$ cat config.mk
export PLATFORM = sky130hd
export DESIGN_NAME = pixel_stream_feeder
export DESIGN_NICKNAME = d
export VERILOG_FILES = /design/src/rtl/pixel_stream_feeder.sv
export SDC_FILE = /design/constraint.sdc
export NUM_CORES = 1
export LEC_CHECK = 0
export CELL_PAD_IN_SITES_DETAIL_PLACEMENT = 0
export CELL_PAD_IN_SITES_GLOBAL_PLACEMENT = 1
export CORE_MARGIN = 2
export CORE_UTILIZATION = 25
export CTS_CLUSTER_SIZE = 24
export DETAILED_ROUTE_END_ITERATION = 6
export PLACE_DENSITY_LB_ADDON = 0.12
export SLEW_MARGIN = 30
export SYNTH_ARGS = -nofsm -noshare
export SYNTH_HDL_FRONTEND = slang
export SYNTH_SLANG_ARGS = --single-unit
export TNS_END_PERCENT = 30
$ cat constraint.sdc
create_clock -name clock -period 6.2 [get_ports clock]
set_clock_uncertainty 0.05 [all_clocks]
set_input_delay 1.24 -clock clock [delete_from_list [all_inputs] [get_ports clock]]
set_output_delay 1.24 -clock clock [all_outputs]
set_load 0.02 [all_outputs]
$ cat src/rtl/pixel_stream_feeder.sv
// Frame buffer that loads one binary-pixel frame in raster order and serves it,
// one pixel per request, to the convolution processing unit.
module pixel_stream_feeder #(
  parameter int BIN_LEN       = 8,
  parameter int INPUT_WIDTH   = 2,
  parameter int INPUT_HEIGHT  = 2,
  parameter int PIX_COUNT_LOG = 3
) (
  input  logic                     clock,
  input  logic                     reset,
  input  logic                     frame_start,
  input  logic                     load_valid,
  input  logic [BIN_LEN-1:0]       load_data,
  output logic                     load_ready,
  output logic                     pu_start,
  input  logic                     input_req,
  output logic [BIN_LEN-1:0]       input_val,
  output logic                     input_ready,
  input  logic                     pu_done,
  output logic                     frame_done,
  output logic [PIX_COUNT_LOG-1:0] served_count,
  output logic                     protocol_err
);

  localparam int N = INPUT_WIDTH * INPUT_HEIGHT;
  localparam logic [PIX_COUNT_LOG-1:0] LAST = PIX_COUNT_LOG'(N - 1);

  typedef enum logic [2:0] {
    IDLE,
    LOAD,
    ARM,
    SERVE_WAIT,
    SERVE_ACK,
    SERVE_HOLD,
    DRAIN,
    FRAME_DONE
  } state_t;

  state_t                   state;
  logic [PIX_COUNT_LOG-1:0] wr_ptr;
  logic [PIX_COUNT_LOG-1:0] rd_ptr;
  logic [BIN_LEN-1:0]       mem [2**PIX_COUNT_LOG];
  logic                     wr_en;

  // Writes are only taken while loading; load_valid elsewhere is dropped.
  assign wr_en = (state == LOAD) && load_valid && load_ready;

  always_ff @(posedge clock) begin
    if (wr_en) mem[wr_ptr] <= load_data;
  end

  always_ff @(posedge clock or posedge reset) begin
    if (reset) begin
      state        <= IDLE;
      wr_ptr       <= '0;
      rd_ptr       <= '0;
      input_val    <= '0;
      input_ready  <= 1'b0;
      pu_start     <= 1'b0;
      load_ready   <= 1'b0;
      frame_done   <= 1'b0;
      served_count <= '0;
      protocol_err <= 1'b0;
    end else begin
      pu_start    <= 1'b0;
      input_ready <= 1'b0;

      case (state)
        IDLE, FRAME_DONE: begin
          if (frame_start) begin
            state        <= LOAD;
            wr_ptr       <= '0;
            frame_done   <= 1'b0;
            protocol_err <= 1'b0;
            load_ready   <= 1'b1;
          end
        end

        LOAD: begin
          if (load_valid && load_ready) begin
            wr_ptr <= wr_ptr + PIX_COUNT_LOG'(1);
            if (wr_ptr == LAST) begin
              state      <= ARM;
              load_ready <= 1'b0;
              pu_start   <= 1'b1;
            end
          end
        end

        ARM: begin
          rd_ptr       <= '0;
          served_count <= '0;
          state        <= SERVE_WAIT;
        end

        SERVE_WAIT: begin
          if (input_req) begin
            input_val   <= mem[rd_ptr];
            input_ready <= 1'b1;
            state       <= SERVE_ACK;
          end
        end

        SERVE_ACK: begin
          rd_ptr       <= rd_ptr + PIX_COUNT_LOG'(1);
          served_count <= served_count + PIX_COUNT_LOG'(1);
          state        <= (rd_ptr == LAST) ? DRAIN : SERVE_HOLD;
        end

        // The unit keeps req high through the ack cycle; wait for it to drop
        // so one request never yields two pixels.
        SERVE_HOLD: begin
          if (!input_req) state <= SERVE_WAIT;
        end

        DRAIN: begin
          if (input_req) protocol_err <= 1'b1;
          if (pu_done) begin
            state      <= FRAME_DONE;
            frame_done <= 1'b1;
          end
        end

        default: state <= IDLE;
      endcase

      if (pu_done && (state != DRAIN) && (state != FRAME_DONE)) protocol_err <= 1'b1;
    end
  end

endmodule

Word-level counts from Yosys, hierarchy flattened
Memories as Yosys holds them, arrays and structs flattened. A register that Yosys moved wholly into a read port is not among the register bits. Index checks and enable logic that the tools add are counted.

Add/subtract/negate cells: 3. Eq/ne operators: 19. Muxes and demuxes: 30. Reduce and logical (&&, ||, !) cells: 17.

Operators with widths (number): two-way mux 3 bit (8); one-hot mux 3 bit (7 select lines) (1); one-hot mux 3 bit (2 select lines) (3); two-way mux 1 bit (14); equality test 3 x 2 -> 1 bit, second input constant (4); equality test 3 bit, second input constant (4); inequality test 3 bit, second input constant (4); adder 3 x 1 -> 3 bit, second input constant (3); AND reduction 3 bit (3); inequality test 2 bit, second input constant (4); one-hot mux 1 bit (2 select lines) (3); AND reduction 6 bit (1); nonzero test 2 bit (3); logical AND 1 bit (5); inequality test 2 x 1 -> 1 bit, second input constant (2); AND reduction 4 bit (1); equality test 3 x 1 -> 1 bit, second input constant (1); zero test 3 bit (1); nonzero test 3 bit (1); two-way mux 2 bit (1); AND reduction 2 bit (1); OR reduction 2 bit (1).

Register bits after elaboration: 17. RAM bits: 64. Input port bits: 14. Output and inout port bits: 16. Logic and storage cells: 79. Memories: 1.

Memory list: mem (words 8, width 8, rd ports 1, clocked after Yosys merged registers in 1, wr ports 1, line 42) `logic [BIN_LEN-1:0] mem [2**PIX_COUNT_LOG];`.

Logic depth before layout (Yosys ltp)
Gate-level depths: netlist (run 1).

Depth after elaboration: 5. Mapped depth: 7. Mapped depth without buffers: 6.

Least setup slack after synthesis (run 1)
OpenSTA, ideal clock, no wires.

Kind: input to register. Start: input load_valid. End: memory mem[0][0] (enable). Library setup time: 395 ps. Data arrival time: 2549 ps. Data required time: 5755 ps. Setup slack: 3207 ps. Stages: 3. Path buffers: 0. Path through: nand3_1 > or3_1 > nor4_1.

Cells in the longest elaborated chain, start to end: 4.

Ends and longest elaborated chain: start: declaration (line 12) `input logic load_valid,`; logical AND 1 bit (2 in a row) (line 46) `assign wr_en = (state == LOAD) && load_valid && load_ready;`; two-way mux 1 bit (line 49) `if (wr_en) mem[wr_ptr] <= load_data;`; two-way mux 1 bit (implied by the code) (line 49); end: declaration (line 42).

No other way between the ends.

Final worst setup path (run 1)
Start: input load_valid. End: memory mem[6][0] (enable).

Same word-level chain as after synthesis.

==> results of run 1 <==
cell type report:
type	instances	area share
sequential	89	0.5552
multi-input combinational	153	0.2509
timing repair buffer	31	0.06654
clock buffer	13	0.05454
tap	188	0.05127
clock inverter	3	0.01418
inverter	9	0.007363
critical path: stages:
cell and delay [ns]:
sky130_fd_sc_hd__clkdlybuf4s50_1 0.45, sky130_fd_sc_hd__nand3_1 0.11, sky130_fd_sc_hd__nor3_1 0.40, sky130_fd_sc_hd__nand2_1 0.21, sky130_fd_sc_hd__nor2_1 0.61
kinds of logic (layout without fill, tap and decap cells):
logic type               Yosys count  in the layout  synth area share
buffers and inverters             22             56           0.03747
flip-flops                        89             89            0.6693
AND/OR/NAND/NOR                   53             53           0.06805
multiplexers                      34             34           0.09533
AO/OA/AOI/OAI                     61             61            0.1134
adder cells (fa/ha/maj)            5              5           0.01644
through the flow:
stage / power [mW] / cell area, um^2
4_1_cts: 2.171 / 4579
3_3_place_gp: 1.578 / 4244
5_1_grt: 2.272 / 4588
3_5_place_dp: 1.582 / 4264
6_report: 2.136 / 4588
2_1_floorplan: 1.346 / 3806
power by group through the flow:
stage / logic (mW) / clock network [mW] / registers (mW)
final: 0.698 / 0.582 / 0.857
after global routing: 0.772 / 0.625 / 0.875
after CTS: 0.716 / 0.599 / 0.856
after detailed placement: 0.714 / 0 / 0.868
after global placement: 0.712 / 0 / 0.866
after floorplan: 0.492 / 0 / 0.855
state kept, by name, summed over array words and instances (netlist names):
register,count
pu_start,1
state,3
mem,64
served_count,3
load_ready,1
frame_done,1
input_val,8
input_ready,1
rd_ptr,3
protocol_err,1
wr_ptr,3
synth_stat cells (all sizes together):
cell | instances | share of area
nor2b | 1 | 0.0016
o21ai | 20 | 0.026
a221o | 4 | 0.011
nand3 | 4 | 0.0053
nor2 | 9 | 0.0089
or2 | 2 | 0.0033
nand4b | 1 | 0.0023
a22o | 3 | 0.0069
buf | 10 | 0.026
mux2i | 16 | 0.042
edfxtp | 64 | 0.50
nand4bb | 1 | 0.0030
dfrtp | 25 | 0.16
o221ai | 4 | 0.0092
nor3 | 6 | 0.0092
a21oi | 11 | 0.014
mux2 | 18 | 0.053
nand2b | 5 | 0.0082
a22oi | 6 | 0.012
or3 | 1 | 0.0016
clkbuf | 3 | 0.0030
a2111oi | 1 | 0.0072
a21boi | 1 | 0.0020
o22a | 1 | 0.0023
nor4 | 1 | 0.0016
o211ai | 1 | 0.0033
ha | 5 | 0.016
o22ai | 5 | 0.0082
a211oi | 1 | 0.0020
nand2 | 21 | 0.021
inv | 9 | 0.0089
nor4b | 1 | 0.0023
o21bai | 1 | 0.0049
o31ai | 1 | 0.0020
o2bb2ai | 1 | 0.0023
routing by layer:
layer,GRT usage,vias to the layer above
met4,0.05236,0
met2,0.1884,38
li1,-,1059
met5,0,-
met3,0.02261,10
met1,0.1677,1114
final timing paths:
| kind | cells past startpoint | endpoint | slack, ns |
|---|---|---|---|
| min reg2reg | 2 | input_val[3]$_DFFE_PP0P_ | 0.44 |
| max reg2reg | 4 | mem[6][0]$_DFFE_PP_ | 3.64 |
| max | 5 | mem[6][0]$_DFFE_PP_ | 3.08 |
| min | 2 | input_val[3]$_DFFE_PP0P_ | 0.44 |
| min in group asynchronous | 3 | input_val[7]$_DFFE_PP0P_ | 1.23 |
| max in group asynchronous | 3 | wr_ptr[0]$_DFFE_PP0P_ | 4.59 |
cells in the final DEF, fill, tap and decap left out, types with 6 or more instances in the layout:
master,Yosys,layout
sky130_fd_sc_hd__o21ai_0,12,12
sky130_fd_sc_hd__clkbuf_16,0,9
sky130_fd_sc_hd__nor2_1,9,9
sky130_fd_sc_hd__inv_1,8,8
sky130_fd_sc_hd__mux2i_1,16,16
sky130_fd_sc_hd__o21ai_1,8,8
sky130_fd_sc_hd__a22oi_1,6,6
sky130_fd_sc_hd__a21oi_1,11,11
sky130_fd_sc_hd__edfxtp_1,64,64
sky130_fd_sc_hd__nand2_1,21,21
sky130_fd_sc_hd__dfrtp_1,25,25
sky130_fd_sc_hd__mux2_2,17,17
sky130_fd_sc_hd__clkdlybuf4s50_1,0,29
==> impl_results.rst, run 1 <==
.. list-table::
   :header-rows: 1

   * - Metric
     - Value
   * - Outcome
     - finished clean
   * - Max Freq
     - 0.3208 GHz
   * - Gate Count Post-Synth
     - 264
   * - Combinational fraction of design power
     - 0.327
   * - Mean number of vias per cell
     - 4.570
   * - Wire length of the first global-routing pass
     - 14100 um
   * - Min-Delay Path Class
     - reg2reg
   * - Die Span X
     - 127.4 um
   * - Crit path launch
     - load_valid
   * - Unrepaired setup endpoints after global routing
     - false
   * - Vert. Die Dim
     - around 130 um
   * - Area of the die
     - roughly 16000 um^2
   * - Footprint of the multi-input gates
     - 1151 um^2
   * - Part of the power in registers
     - 0.401
   * - Detailed router's first-iteration violation count
     - 116
   * - Maximum number of pins on one net before global-route repair
     - 37
   * - Number of buffers inserted by port buffering
     - 29
   * - Areal power density over the cells
     - around 470 nW/um^2
   * - Sequential cell area fraction in the yosys report
     - 0.6693
   * - Power share of the clock group
     - 0.272
   * - Final clock period utilization by the worst path
     - 0.5028
   * - Final Max Slew Viols
     - 0
   * - Switching share of power
     - 0.3396
   * - FF/Latch Area
     - about 2500 um^2
   * - Total met2 wirelength after detailed routing
     - 4370 um
   * - Via count of the first global-routing pass
     - 2299
   * - Routed met3 length
     - 280 um
   * - Clock transition at path regs
     - 0.06 ns
   * - Clock Latency Late Sink
     - 0.34 ns
   * - Start-to-end type of the worst setup path
     - in2reg
   * - Number of unique standard cell types used by synthesis
     - 44
   * - Smallest hold slack
     - 0.4406 ns
   * - Number of synthesized register bits
     - 89
   * - Post-layout min period
     - 3.118 ns
   * - Routed len/inst
     - 19.21 um
   * - Start point of the worst hold path
     - input_val[3]$_DFFE_PP0P_
   * - Setup Fix Bufs, Post-CTS
     - 0
   * - Largest fanout on the critical path
     - 8
   * - Post-Place Worst Slack
     - about 2.6 ns
   * - Share of final-layout standard cells stronger than drive strength 1
     - 0.1477
   * - Highest Signal Layer
     - met4
   * - Residual overflow from global routing
     - 0
   * - Antenna diode count
     - 0
   * - Switching component of the power
     - ~0.73 mW
   * - Detail Placement HPWL
     - between 6000 and 7000 um
   * - Area overhead of the layout relative to synthesis
     - 20.55%
   * - Overall fraction of global-route tracks in use
     - 0.1218
   * - Average size of a mapped cell
     - 14.42 um^2
   * - Slew at the pin closest to its max-slew limit
     - 0.8406 ns
   * - Syn Std Cell Area
     - approximately 3800 um^2
   * - Synth warnings
     - 0
   * - Number of detailed-route iterations in the first pass
     - 5
   * - Number of placed I/O pins
     - 30
   * - Number of antenna-violating nets in the routed design
     - 0
   * - Post-CTS Hold Buffers
     - 0
   * - Finish-stage setup viols
     - 0
   * - Initial cell density of the core
     - 0.2532
   * - Data arrival at the endpoint of the critical path
     - slightly above 3 ns
   * - RD Place Congestion
     - 0.7184
   * - Relative slew slack
     - 0.4396
   * - Synthesized netlist net count
     - 283
   * - CTS root buffer
     - sky130_fd_sc_hd__clkbuf_16
   * - Worst Path Required
     - ~6.1 ns
   * - Number of nets in the finished design
     - 312
   * - Max Cap Violations
     - 0
   * - Number of filler cells placed in the layout
     - 1473
   * - Final core occ
     - 0.3052
   * - Worst ir drop on vdd
     - 0.1421 mV
   * - Element type at the critical path end
     - register
   * - Final cell count without fillers
     - 486
   * - Static Leakage
     - roughly 1.6 nW
   * - Number of levels in the clock H-tree
     - 3
   * - Reg-to-reg startpoint
     - state[0]$_DFFE_PP0P_
   * - Number of endpoints with negative hold slack in the final report
     - 0
   * - Quantity of gates resized following cts
     - 0
   * - M1 wire length
     - about 4500 um
   * - Number of sinks driven by the clock tree
     - 89
   * - Final sum of negative setup slack
     - 0 ns
   * - Remaining routing DRC violations
     - 0
   * - Final Worst Setup Slack
     - between 3 and 4 ns
   * - Routed Wire Length
     - 9336 um
   * - Number of buffers between clock root and the deepest sink
     - 2
   * - CTS tree
     - built
   * - Worst Setup Start Kind
     - input port
   * - Inserted Clock Buffers
     - 9
   * - Antenna violations before repair
     - 0
   * - Number of vias after detailed routing
     - about 2200
   * - Std cell rows
     - 45
   * - Area of the core
     - 15030 um^2
   * - Number of cells after detailed placement
     - 470
   * - Cell-internal power
     - 1.411 mW
No activity file was read; power rests on OpenSTA's default activity.
==> run 2: changes to the inputs <==
clock period = 3.1 ns   (was 6.2 ns; I/O delays follow)
==> run 2 against run 1 <==
Net effect:
- critical path depth did not move
- hold slack about the same
- global-route usage down 0.93 points
- clock power increased by 100%
- cell area is 0.79% higher
- clock-buffer cell count down 3
- critical endpoint is now mem[4][0]$_DFFE_PP_
- largest power group unchanged
==> impl_results.rst, run 2 (synthesis results as in run 1) <==
.. list-table::
   :header-rows: 1

   * - Metric
     - Value
   * - Areal power density over the cells
     - 921.3 nW/um^2
   * - Die Span X
     - around 130 um
   * - Via count of the first global-routing pass
     - about 2200
   * - R2R cell count
     - 5
   * - Slew at the pin closest to its max-slew limit
     - 0.9004 ns
   * - Global-route met3 utilization
     - 0.03308
   * - Number of vias after detailed routing
     - between 2000 and 2500
   * - Outcome
     - finished clean
   * - Largest fanout on the critical path
     - 18
   * - Remaining routing DRC violations
     - 0
   * - Start-to-end type of the worst setup path
     - reg2reg
   * - Quantity of gates resized following cts
     - 0
   * - FF/Latch Area
     - 2547 um^2
   * - Global routing usage on met2
     - 0.1535
   * - Post-CTS Hold Buffers
     - 0
   * - Number of placed I/O pins
     - 30
   * - Antenna violations before repair
     - 0
   * - Static Leakage
     - 1.636 nW
   * - Number of antenna-violating nets in the routed design
     - 0
   * - Final Max Slew Viols
     - 0
   * - Number of levels in the clock H-tree
     - 3
   * - Initial cell density of the core
     - 0.2532
   * - Register-to-Register Setup Slack
     - 0.90 ns
   * - Highest-count cells in the layout ignoring fill and taps
     - 64 x sky130_fd_sc_hd__edfxtp_1, 29 x sky130_fd_sc_hd__clkdlybuf4s50_1, 25 x sky130_fd_sc_hd__dfrtp_1, 21 x sky130_fd_sc_hd__nand2_1, 17 x sky130_fd_sc_hd__mux2_2
   * - Reg-to-reg startpoint
     - state[0]$_DFFE_PP0P_
   * - Post-layout min period
     - roughly 2.2 ns
   * - Capturing element of the worst setup path
     - mem[4][0]$_DFFE_PP_
   * - Min-Delay Path Class
     - reg2reg
   * - Most common cell after layout, fill and taps aside
     - sky130_fd_sc_hd__edfxtp_1
   * - RD Place Congestion
     - between 0.6 and 0.7
   * - Element type at the critical path end
     - register
   * - Footprint of the multi-input gates
     - 1122 um^2
   * - Biggest register
     - mem
   * - Antenna diode count
     - 0
   * - Max Freq
     - 0.4542 GHz
   * - Unrepaired setup endpoints after global routing
     - false
   * - Routed len/inst
     - 17.29 um
   * - Final clock period utilization by the worst path
     - 0.7103
   * - Maximum number of pins on one net before global-route repair
     - 37
   * - Number of nets in the finished design
     - 320
   * - Max Cap Violations
     - 0
   * - Share of final-layout standard cells stronger than drive strength 1
     - 0.1634
   * - Routed Wire Length
     - 8543 um
   * - Relative slew slack
     - 0.3997
   * - Number of buffers between clock root and the deepest sink
     - 2
   * - CTS tree
     - built
   * - Number of sinks driven by the clock tree
     - 89
   * - Data arrival at the endpoint of the critical path
     - between 2 and 2.5 ns
   * - Clock Latency Late Sink
     - 0.35 ns
   * - Area of the die
     - 16230 um^2
   * - Wire length of the first global-routing pass
     - around 13000 um
   * - Setup Fix Bufs, Post-CTS
     - 0
   * - Final sum of negative setup slack
     - 0 ns
   * - Mean number of vias per cell
     - approximately 4.5
   * - Area of the core
     - 15030 um^2
   * - Inserted Clock Buffers
     - 9
   * - Number of endpoints with negative hold slack in the final report
     - 0
   * - Finish-stage setup viols
     - 0
   * - Final core occ
     - 0.3076
   * - Number of detailed-route iterations in the first pass
     - 4
   * - Area overhead of the layout relative to synthesis
     - 21.50%
   * - Worst Setup Start Kind
     - register
   * - Crit path launch
     - state[0]$_DFFE_PP0P_
   * - CTS root buffer
     - sky130_fd_sc_hd__clkbuf_16
   * - Destination of the worst register-to-register timing path
     - mem[4][0]$_DFFE_PP_
   * - Detail Placement HPWL
     - 5697 um
   * - Max FFs per register
     - 64
   * - Number of filler cells placed in the layout
     - 1496
   * - Busiest layer in global routing
     - met1
   * - Vert. Die Dim
     - between 100 and 150 um
   * - Top Registers
     - mem (64), input_val (8)
   * - Overall fraction of global-route tracks in use
     - 0.1124
   * - Clock transition at path regs
     - 0.06 ns
   * - Worst Path Required
     - a little over 3 ns
   * - Number of buffers inserted by port buffering
     - 29
   * - Detailed router's first-iteration violation count
     - 149
   * - Worst ir drop on vdd
     - 0.3164 mV
   * - Global Route met1 Usage
     - 0.1639
   * - Residual overflow from global routing
     - 0
   * - Std cell rows
     - between 40 and 50
run 2: final cells by class:
| cell class | instances | area share |
|---|---|---|
| sequential | 89 | 0.5509 |
| multi-input combinational | 153 | 0.2427 |
| timing repair buffer | 39 | 0.07900 |
| tap | 188 | 0.05087 |
| clock buffer | 10 | 0.04951 |
| clock inverter | 6 | 0.01975 |
| inverter | 9 | 0.007305 |
run 2: where the power goes:
group	switching (mW)	total [mW]	internal, mW	leakage (nW)
registers	0.213	1.69	1.48	0.893
logic	0.772	1.39	0.622	0.585
clock network	0.462	1.17	0.712	0.157
total	1.45	4.26	2.81	1.64
run 2: stage by stage:
step	worst slack [ns]	std cells	power [mW]	area, um^2	hold slack, ns
after floorplan	0.7265	264	2.693	3806	0.4827
after global placement	0.4768	478	3.141	4304	0.4221
after detailed placement	0.5370	478	3.136	4304	0.4332
after CTS	0.8487	494	4.336	4624	0.4488
after global routing	0.6270	494	4.526	4624	0.4987
final	0.8981	494	4.261	4624	0.4407
run 2: layer usage:
layer  vias to the layer above  part of all wire
li1                       1078                 -
met1                      1087              0.52
met2                        45              0.41
met3                        15             0.044
met4                         0             0.021
met5                         -                 0
run 2: worst max-delay path, cell delays in order, from the launching register on:
cell and delay (ns):
sky130_fd_sc_hd__dfrtp_1 0.69, sky130_fd_sc_hd__nand3_1 0.19, sky130_fd_sc_hd__nor3_1 0.42, sky130_fd_sc_hd__nand2_1 0.20
sky130_fd_sc_hd__nor3_1 0.16, sky130_fd_sc_hd__buf_4 0.20
run 2: how the worst min path moves through the flow:
stage | cells after the start | startpoint | slack (ns) | to
2_1_floorplan | 2 | rd_ptr[1]$_DFFE_PP0P_ | 0.48 | rd_ptr[1]$_DFFE_PP0P_
4_1_cts | 2 | input_val[3]$_DFFE_PP0P_ | 0.45 | input_val[3]$_DFFE_PP0P_
3_5_place_dp | 2 | input_val[3]$_DFFE_PP0P_ | 0.43 | input_val[3]$_DFFE_PP0P_
3_3_place_gp | 2 | input_val[5]$_DFFE_PP0P_ | 0.42 | input_val[5]$_DFFE_PP0P_
6_report | 2 | input_val[1]$_DFFE_PP0P_ | 0.44 | input_val[1]$_DFFE_PP0P_
5_1_grt | 2 | input_val[3]$_DFFE_PP0P_ | 0.50 | input_val[3]$_DFFE_PP0P_
